--- src/rtl/sr_latch_driver_if.sv ---
// Command/readback bundle between an initiator and sr_latch_driver.
// master: environment side (controller issuing commands + the latch cell feeding Q/nQ back).
// slave : sr_latch_driver side (accepts commands, drives S/R/C, reports done/errors/state).
interface sr_latch_driver_if;
  logic       cmd_valid;
  logic       cmd_ready;
  logic [1:0] cmd_op;
  logic       S;
  logic       R;
  logic       C;
  logic       q_in;
  logic       nq_in;
  logic       done;
  logic       err_illegal;
  logic       err_readback;
  logic       state_q;
  logic       state_valid;

  modport master (
    output cmd_valid, cmd_op, q_in, nq_in,
    input  cmd_ready, S, R, C, done, err_illegal, err_readback, state_q, state_valid
  );

  modport slave (
    input  cmd_valid, cmd_op, q_in, nq_in,
    output cmd_ready, S, R, C, done, err_illegal, err_readback, state_q, state_valid
  );
endinterface

--- src/rtl/sr_latch_driver.sv ---
// Purpose: turns single-cycle set/clear/refresh commands into framed S/R/C sequences for a gated SR latch.
// Latency: SETUP+PULSE_W+HOLD+1 cycles from acceptance to done (1 cycle for an illegal op).
// Backpressure: cmd_ready is high only in IDLE; requests while busy are dropped, not queued.
// Ports: clk, rst (sync, active-high); bus (slave modport) carries cmd_valid/cmd_ready/cmd_op,
//   latch drive S/R/C, readback q_in/nq_in, done with err_illegal/err_readback, and state_q/state_valid.
module sr_latch_driver #(
  parameter int SETUP   = 1,
  parameter int PULSE_W = 2,
  parameter int HOLD    = 1
) (
  input  logic               clk,
  input  logic               rst,
  sr_latch_driver_if.slave   bus
);

  localparam int MAX_PH = (SETUP > PULSE_W) ? ((SETUP > HOLD) ? SETUP : HOLD)
                                            : ((PULSE_W > HOLD) ? PULSE_W : HOLD);
  localparam int CW = $clog2(MAX_PH + 1);

  // Counters hold "cycles remaining minus one" so a phase ends when the count reads zero.
  localparam logic [CW-1:0] SETUP_LD = CW'((SETUP > 0) ? SETUP - 1 : 0);
  localparam logic [CW-1:0] PULSE_LD = CW'(PULSE_W - 1);
  localparam logic [CW-1:0] HOLD_LD  = CW'(HOLD - 1);

  localparam logic [2:0] ST_IDLE  = 3'd0;
  localparam logic [2:0] ST_SETUP = 3'd1;
  localparam logic [2:0] ST_PULSE = 3'd2;
  localparam logic [2:0] ST_HOLD  = 3'd3;
  localparam logic [2:0] ST_DONE  = 3'd4;

  localparam logic [1:0] OP_REF = 2'b00;
  localparam logic [1:0] OP_CLR = 2'b01;
  localparam logic [1:0] OP_SET = 2'b10;
  localparam logic [1:0] OP_ILL = 2'b11;

  logic [2:0]    fsm_q,  fsm_d;
  logic [CW-1:0] cnt_q,  cnt_d;
  logic [1:0]    op_q,   op_d;
  logic          s_q,    s_d;
  logic          r_q,    r_d;
  logic          c_q,    c_d;
  logic          done_q, done_d;
  logic          rbq_q,  rbq_d;
  logic          rbnq_q, rbnq_d;
  logic          val_q,  val_d;
  logic          vld_q,  vld_d;

  logic          exp_bit;
  logic          rb_match;
  logic          rb_err;
  logic          upd_val;
  logic          upd_vld;

  // Value the latch should hold after this command; refresh expects what we last confirmed.
  assign exp_bit  = (op_q == OP_SET) ? 1'b1 : ((op_q == OP_CLR) ? 1'b0 : val_q);
  assign rb_match = (rbq_q == exp_bit) && (rbnq_q != exp_bit);

  // Readback verdict, only consumed while in DONE.
  always_comb begin
    rb_err  = 1'b0;
    upd_val = val_q;
    upd_vld = vld_q;
    case (op_q)
      OP_SET, OP_CLR: begin
        if (rb_match) begin
          upd_val = exp_bit;
          upd_vld = 1'b1;
        end else begin
          rb_err  = 1'b1;
          upd_vld = 1'b0;
        end
      end
      OP_REF: begin
        if (vld_q) begin
          if (!rb_match) begin
            rb_err  = 1'b1;
            upd_vld = 1'b0;
          end
        end else if (rbq_q != rbnq_q) begin
          // Unknown state but a consistent readback: learn the latch value.
          upd_val = rbq_q;
          upd_vld = 1'b1;
        end else begin
          rb_err = 1'b1;
        end
      end
      default: ;
    endcase
  end

  always_comb begin
    fsm_d  = fsm_q;
    cnt_d  = cnt_q;
    op_d   = op_q;
    rbq_d  = rbq_q;
    rbnq_d = rbnq_q;
    val_d  = val_q;
    vld_d  = vld_q;
    case (fsm_q)
      ST_IDLE: begin
        if (bus.cmd_valid) begin
          op_d = bus.cmd_op;
          if (bus.cmd_op == OP_ILL) begin
            fsm_d = ST_DONE;
          end else if (SETUP > 0) begin
            fsm_d = ST_SETUP;
            cnt_d = SETUP_LD;
          end else begin
            fsm_d = ST_PULSE;
            cnt_d = PULSE_LD;
          end
        end
      end
      ST_SETUP: begin
        if (cnt_q == '0) begin
          fsm_d = ST_PULSE;
          cnt_d = PULSE_LD;
        end else begin
          cnt_d = cnt_q - CW'(1);
        end
      end
      ST_PULSE: begin
        if (cnt_q == '0) begin
          fsm_d = ST_HOLD;
          cnt_d = HOLD_LD;
        end else begin
          cnt_d = cnt_q - CW'(1);
        end
      end
      ST_HOLD: begin
        if (cnt_q == '0) begin
          // Sample readback while C is still high, on the edge closing the last HOLD cycle.
          fsm_d  = ST_DONE;
          rbq_d  = bus.q_in;
          rbnq_d = bus.nq_in;
        end else begin
          cnt_d = cnt_q - CW'(1);
        end
      end
      ST_DONE: begin
        fsm_d = ST_IDLE;
        if (op_q != OP_ILL) begin
          val_d = upd_val;
          vld_d = upd_vld;
        end
      end
      default: fsm_d = ST_IDLE;
    endcase

    // Drive outputs are registered from the next state so they line up exactly with the phases.
    c_d    = (fsm_d == ST_SETUP) || (fsm_d == ST_PULSE) || (fsm_d == ST_HOLD);
    s_d    = (fsm_d == ST_PULSE) && (op_d == OP_SET);
    r_d    = (fsm_d == ST_PULSE) && (op_d == OP_CLR);
    done_d = (fsm_d == ST_DONE);
  end

  always_ff @(posedge clk) begin
    if (rst) begin
      fsm_q  <= ST_IDLE;
      cnt_q  <= '0;
      op_q   <= OP_REF;
      s_q    <= 1'b0;
      r_q    <= 1'b0;
      c_q    <= 1'b0;
      done_q <= 1'b0;
      rbq_q  <= 1'b0;
      rbnq_q <= 1'b0;
      val_q  <= 1'b0;
      vld_q  <= 1'b0;
    end else begin
      fsm_q  <= fsm_d;
      cnt_q  <= cnt_d;
      op_q   <= op_d;
      s_q    <= s_d;
      r_q    <= r_d;
      c_q    <= c_d;
      done_q <= done_d;
      rbq_q  <= rbq_d;
      rbnq_q <= rbnq_d;
      val_q  <= val_d;
      vld_q  <= vld_d;
    end
  end

  assign bus.cmd_ready    = (fsm_q == ST_IDLE) && !rst;
  assign bus.S            = s_q;
  assign bus.R            = r_q;
  assign bus.C            = c_q;
  assign bus.done         = done_q;
  assign bus.err_illegal  = done_q && (op_q == OP_ILL);
  assign bus.err_readback = done_q && (op_q != OP_ILL) && rb_err;
  assign bus.state_q      = val_q;
  assign bus.state_valid  = vld_q;

endmodule

--- src/flat_wrapper.sv ---
// flat-port wrapper written by rule: the top's interface ports become plain ports
module sr_latch_driver_flat 
#(
  parameter int SETUP   = 1,
  parameter int PULSE_W = 2,
  parameter int HOLD    = 1
)
  (clk, rst, bus_cmd_valid, bus_cmd_op, bus_q_in, bus_nq_in, bus_cmd_ready, bus_S, bus_R, bus_C, bus_done, bus_err_illegal, bus_err_readback, bus_state_q, bus_state_valid);
  sr_latch_driver_if bus_i ();
  input  logic clk;
  input  logic rst;
  input wire logic [$bits(bus_i.cmd_valid)-1:0] bus_cmd_valid;
  input wire logic [$bits(bus_i.cmd_op)-1:0] bus_cmd_op;
  input wire logic [$bits(bus_i.q_in)-1:0] bus_q_in;
  input wire logic [$bits(bus_i.nq_in)-1:0] bus_nq_in;
  output wire logic [$bits(bus_i.cmd_ready)-1:0] bus_cmd_ready;
  output wire logic [$bits(bus_i.S)-1:0] bus_S;
  output wire logic [$bits(bus_i.R)-1:0] bus_R;
  output wire logic [$bits(bus_i.C)-1:0] bus_C;
  output wire logic [$bits(bus_i.done)-1:0] bus_done;
  output wire logic [$bits(bus_i.err_illegal)-1:0] bus_err_illegal;
  output wire logic [$bits(bus_i.err_readback)-1:0] bus_err_readback;
  output wire logic [$bits(bus_i.state_q)-1:0] bus_state_q;
  output wire logic [$bits(bus_i.state_valid)-1:0] bus_state_valid;
  assign bus_i.cmd_valid = bus_cmd_valid;
  assign bus_i.cmd_op = bus_cmd_op;
  assign bus_i.q_in = bus_q_in;
  assign bus_i.nq_in = bus_nq_in;
  assign bus_cmd_ready = bus_i.cmd_ready;
  assign bus_S = bus_i.S;
  assign bus_R = bus_i.R;
  assign bus_C = bus_i.C;
  assign bus_done = bus_i.done;
  assign bus_err_illegal = bus_i.err_illegal;
  assign bus_err_readback = bus_i.err_readback;
  assign bus_state_q = bus_i.state_q;
  assign bus_state_valid = bus_i.state_valid;
  sr_latch_driver #(.SETUP(SETUP), .PULSE_W(PULSE_W), .HOLD(HOLD)) u_core (.clk(clk), .rst(rst), .bus(bus_i));
endmodule
--- config.mk ---
export PLATFORM = sky130hd
export DESIGN_NAME = sr_latch_driver_flat
export DESIGN_NICKNAME = d
export VERILOG_FILES = /design/src/rtl/sr_latch_driver_if.sv /design/src/rtl/sr_latch_driver.sv /design/src/flat_wrapper.sv
export SDC_FILE = /design/constraint.sdc
export NUM_CORES = 1
export LEC_CHECK = 0
export ABC_AREA = 1
export CORE_ASPECT_RATIO = 0.7
export CORE_MARGIN = 10
export CORE_UTILIZATION = 40
export DETAILED_ROUTE_END_ITERATION = 7
export SYNTH_ARGS = -nofsm -noshare
export SYNTH_HDL_FRONTEND = slang
export SYNTH_SLANG_ARGS = --single-unit
--- constraint.sdc ---
create_clock -name clk -period 2.07 [get_ports clk]
set_input_delay 0.621 -clock clk [delete_from_list [all_inputs] [get_ports clk]]
set_output_delay 0.621 -clock clk [all_outputs]
set_load 0.02 [all_outputs]
; ---- Yosys cells after proc, flatten, opt, wreduce, memory -nomap -nowiden
; Cells that the tools add are included.
[totals]
register_bits = 15
input_bits = 7
output_inout_bits = 9
[classes]
addsub = 1
eq_ne = 24
muxes = 28
reduce_logical = 20
[op_table]
columns = cell, n
row1 = $mux 3, 5
row2 = $mux 2, 7
row3 = $eq 3x2->1 const B, 4
row4 = $pmux 3 s4, 1
row5 = $mux 1, 11
row6 = $ne 2x2->1 const B, 5
row7 = $eq 2x2->1 const B, 4
row8 = $pmux 2 s4, 1
row9 = $logic_and 1x1->1, 7
row10 = $eq 3x1->1 const B, 2
row11 = $eq 3x3->1 const B, 2
row12 = $pmux 1 s2, 3
row13 = $reduce_and 6->1, 1
row14 = $eq 2x1->1 const B, 2
row15 = $logic_not 2->1, 2
row16 = $ne 2x1->1 const B, 2
row17 = $reduce_and 4->1, 1
row18 = $reduce_bool 4->1, 1
row19 = $logic_not 3->1, 1
row20 = $reduce_and 3->1, 1
row21 = $logic_or 1x1->1, 2
row22 = $ne 1x1->1, 2
row23 = $reduce_and 2->1, 1
row24 = $reduce_bool 2->1, 1
row25 = 4 further kinds, 4

; ---- Longest topological paths before layout
[depth]
ltp_word = 9
mapped_depth = 11
mapped_depth_nobuf = 11

; ---- Worst setup path after synthesis
; Ideal clock, no wire load.
[synth_path]
kind = register to output
start = register u_core.op_q[0]
end = output port bus_err_readback
arrival_time_ns = 1.336
setup_slack_ns = 0.113
stages_incl_launch_ff = 8
path_cell_list = dfxtp_1 inv_1 ha_1 inv_1 nand2_1 nand2_1 nand2_1 nor3_1
[synth_between]
elab_chain_len = 9
word_cells_on_any_way = 15
[synth_rtl]
columns = item, line
row1 = "start, declared", sr_latch_driver.sv:38  ; logic [1:0] op_q, op_d;
row2 = "start signal, assigned", sr_latch_driver.sv:173  ; op_q <= op_d;
row3 = $eq 2x1->1, "sr_latch_driver.sv:55, sr_latch_driver.sv:63"
row4 = $mux 1 (2 in a row), sr_latch_driver.sv:55  ; assign exp_bit = (op_q == OP_SET) ? 1'b1 : ((op_q == OP_CLR) ? 1'b0 : val_q);
row5 = $eq 1x1->1 / $ne 1x1->1 (equally long branches), sr_latch_driver.sv:56  ; assign rb_match = (rbq_q == exp_bit) && (rbnq_q != exp_bit);
row6 = $logic_and 1x1->1, sr_latch_driver.sv:56
row7 = $mux 1, "sr_latch_driver.sv:65, sr_latch_driver.sv:75"
row8 = $mux 1, sr_latch_driver.sv:74  ; if (vld_q) begin
row9 = $pmux 1 s2, sr_latch_driver.sv:63  ; case (op_q)
row10 = $logic_and 1x1->1 (*), sr_latch_driver.sv:191  ; assign bus.err_readback = done_q && (op_q != OP_ILL) && rb_err;
row11 = "end, declared", flat_wrapper.sv:22  ; output wire logic [$bits(bus_i.err_readback)-1:0] bus_err_readback;
; Mark *: on every way between the ends. The rest lies on a longest branch, timed or not.

; ---- Worst setup path in the final report
; Ends and elaborated chain as after synthesis.

==> impl_metrics.ini <==
[die]
rows = 14
die_height_um = 60.1
io_pins = 16
die_x_um = 77.3
start_util = 0.423
die_area_mm2 = 0.00464
core_area_mm2 = 0.00217

[grt]
grt_pass1_wl_um = 3730
antenna_found_initial = 0
gr-total-overflow = 0
grt_use_total = 0.0975
grt_pass1_vias = 863
grt_start_max_net_pins = 12

[synthesis]
yosys.area.top_type_share = 0.327
ys_warn_count = 0
syn_area_um2 = 918
netlist_instances = 133
postSynthNetCount = 147
ys_seq_area_frac = 0.327
synth_area_leader_cell = dfxtp_1
ys_ff_latch = 15
yosys.cell_types.count = 19
synth.area.top_cells = dfxtp_1 (33%), nand2_1 (13%), inv_1 (11%)
synth_area_per_cell_um2 = 6.91

[clocking]
numCtsBuffers = 3
clock_latency_ns = 0.29
clock_path_buffers = 2
clock_sinks = 15
clk_pin_slew_ns = 0.10
htreeDepth = 1
cts-root-buf = clkbuf_4
cts_tree = yes

[layout]
final_nets = 178
final_common_cell = nand2_1
layout.cells.most_common_list = nand2_1 (27), inv_1 (23), buf_4 (13), dfxtp_1 (13)
register_area_um2 = 308
top_register = u_core.fsm_q
diodes = 0
largest_reg_flops = 3
reg_top3 = u_core.fsm_q x3, u_core.cnt_q x2, u_core.op_q x2
stdcell_count = 195
multi_input_area_um2 = 571
areaGrowthSynthToFinish_pct = 39.8
drive_gt1_frac = 0.282
nFillCells = 227

[pwr]
p_leak_nw = 0.599
ir_drop_uv = 398
power_per_cell_area_mw_per_mm2 = 723

[sta]
hold_viol_final = 0
rsz0062_at_grt = true
period_needed_ns = 2.06
fin_ws_ns = 0.0129
period_share = 0.994
tns_ns = 0
fin_skew_ns = 0.00238
fmax_mhz = 486
worst_pin_slew_ns = 0.268
setup_viol = 0
slew-limit-headroom = 0.821
maxSlewViolCount = 0

[setup_path]
reg2reg_slack_ns = 0.50
cp_num_buf_inv = 3
worstPathRequired_ns = 1.45
critPathLaunch = u_core.op_q[0]
crit_path_frequent_cell = nand2_2
worst_ep_arrival_time_ns = 1.44
cpMaxStageDelayCell = dfxtp_4
crit_chain = inv_2 > ha_4 > inv_2 > nand2_2 > nand2_2 > nand2_2 > nor3_2 > buf_4
slowest_delay_ns = 0.38
r2r-end = u_core.bus.state_q
critical_path.top_delay_family = flip-flops
reg2regPathDepth = 11
r2r_start = u_core.op_q[0]
cp-end-kind = output port
critPathKind = flop to output port
cp-start-kind = flop
cp_max_fo = 3

[detailed_routing]
drc_errors = 0
wirelength_um = 2140
route.vias.total = 879
wl_met1_um = 1020
dr.pass1.iters = 4
top_layer_used = met4
drtIter0Drc = 50
wl_per_cell_um = 11.0
wl_met3_um = 159
dr_wl_met2_um = 951
via_per_inst = 4.51
ant_nets = 0

[min_path]
min_path_cells = 2
worstHoldStart = u_core.cnt_q[0]
hold_class = flop to flop
holdPathEnd = u_core.cnt_q[0]

[placement]
dp_cells = 190
routabilityCongestion = 0.757
dp_hpwl_um = 1690
portBuffers = 15
post-place-ws_ns = -0.310

[status]
outcome = finished clean

[job]
maxCapViolCount = 0
## through the flow
stage          cell area (um^2)   util  hold WS, ns  total power, mW
2_1_floorplan               918      -        0.443            0.598
3_3_place_gp               1190  0.547        0.461            0.728
4_1_cts                    1280  0.592        0.491            0.937
5_1_grt                    1280  0.591        0.544             1.01
6_report                   1280  0.591        0.490            0.928
3_5_place_dp               1190  0.547        0.477            0.732
## cells by family after synthesis
| kind of cell | share of synthesized area |
|---|---|
| adder cells (fa/ha/maj) | 0.0954 |
| buffers and inverters | 0.119 |
| flip-flops | 0.327 |
| AO/OA/AOI/OAI | 0.135 |
| AND/OR/NAND/NOR | 0.324 |
## cell usage after synthesis
library cell	instances
nand3_1	12
dfxtp_1	15
nand2_2	1
o21ai_2	2
nor3_1	1
nand2_1	31
o211ai_2	1
inv_1	27
a22oi_2	1
ha_1	7
a31oi_1	1
clkbuf_1	1
nor2_1	12
nor2_8	1
o21ai_0	4
a21oi_1	11
nor2_4	2
nand2_4	2
inv_2	1
## tightest hold or removal path: stages (launching register included)
cell and delay, ns:
dfxtp_1 0.33, nand2_1 0.07, a21oi_1 0.05
## worst max-delay path by stage
stage                             endpoint  cells after the start
after global placement       bus_cmd_ready                      3
after detailed placement     bus_cmd_ready                      3
after CTS                 bus_err_readback                      9
after global routing      bus_err_readback                      9
final                     bus_err_readback                      8
after floorplan           bus_err_readback                      7
## per-layer routing
layer  up-vias  track usage
met3         2       0.0479
met1       390        0.113
met4         0       0.0155
met2        16        0.163
li1        471            -
met5         -            0
## report_power, final
group          switching, mW  internal, mW  total, mW
registers             0.0287         0.319      0.347
logic                  0.230         0.175      0.405
clock network          0.102        0.0735      0.175
total                  0.361         0.567      0.928
## layout make-up
cell class / instances / share of cell area
Inverter: 28 / 0.0838
Clock inverter: 1 / 0.00585
Clock buffer: 3 / 0.0175
Sequential cell: 15 / 0.240
Multi-Input combinational cell: 89 / 0.444
Tap cell: 32 / 0.0312
Timing Repair Buffer: 27 / 0.177
## timing repair
item                       CTS  global route
pin swaps                    4             5
resized for setup           31             4
setup endpoints to repair    3             2
setup buffers                1             0
hold buffers                 0             0
No activity file was read; power rests on OpenSTA's default activity.
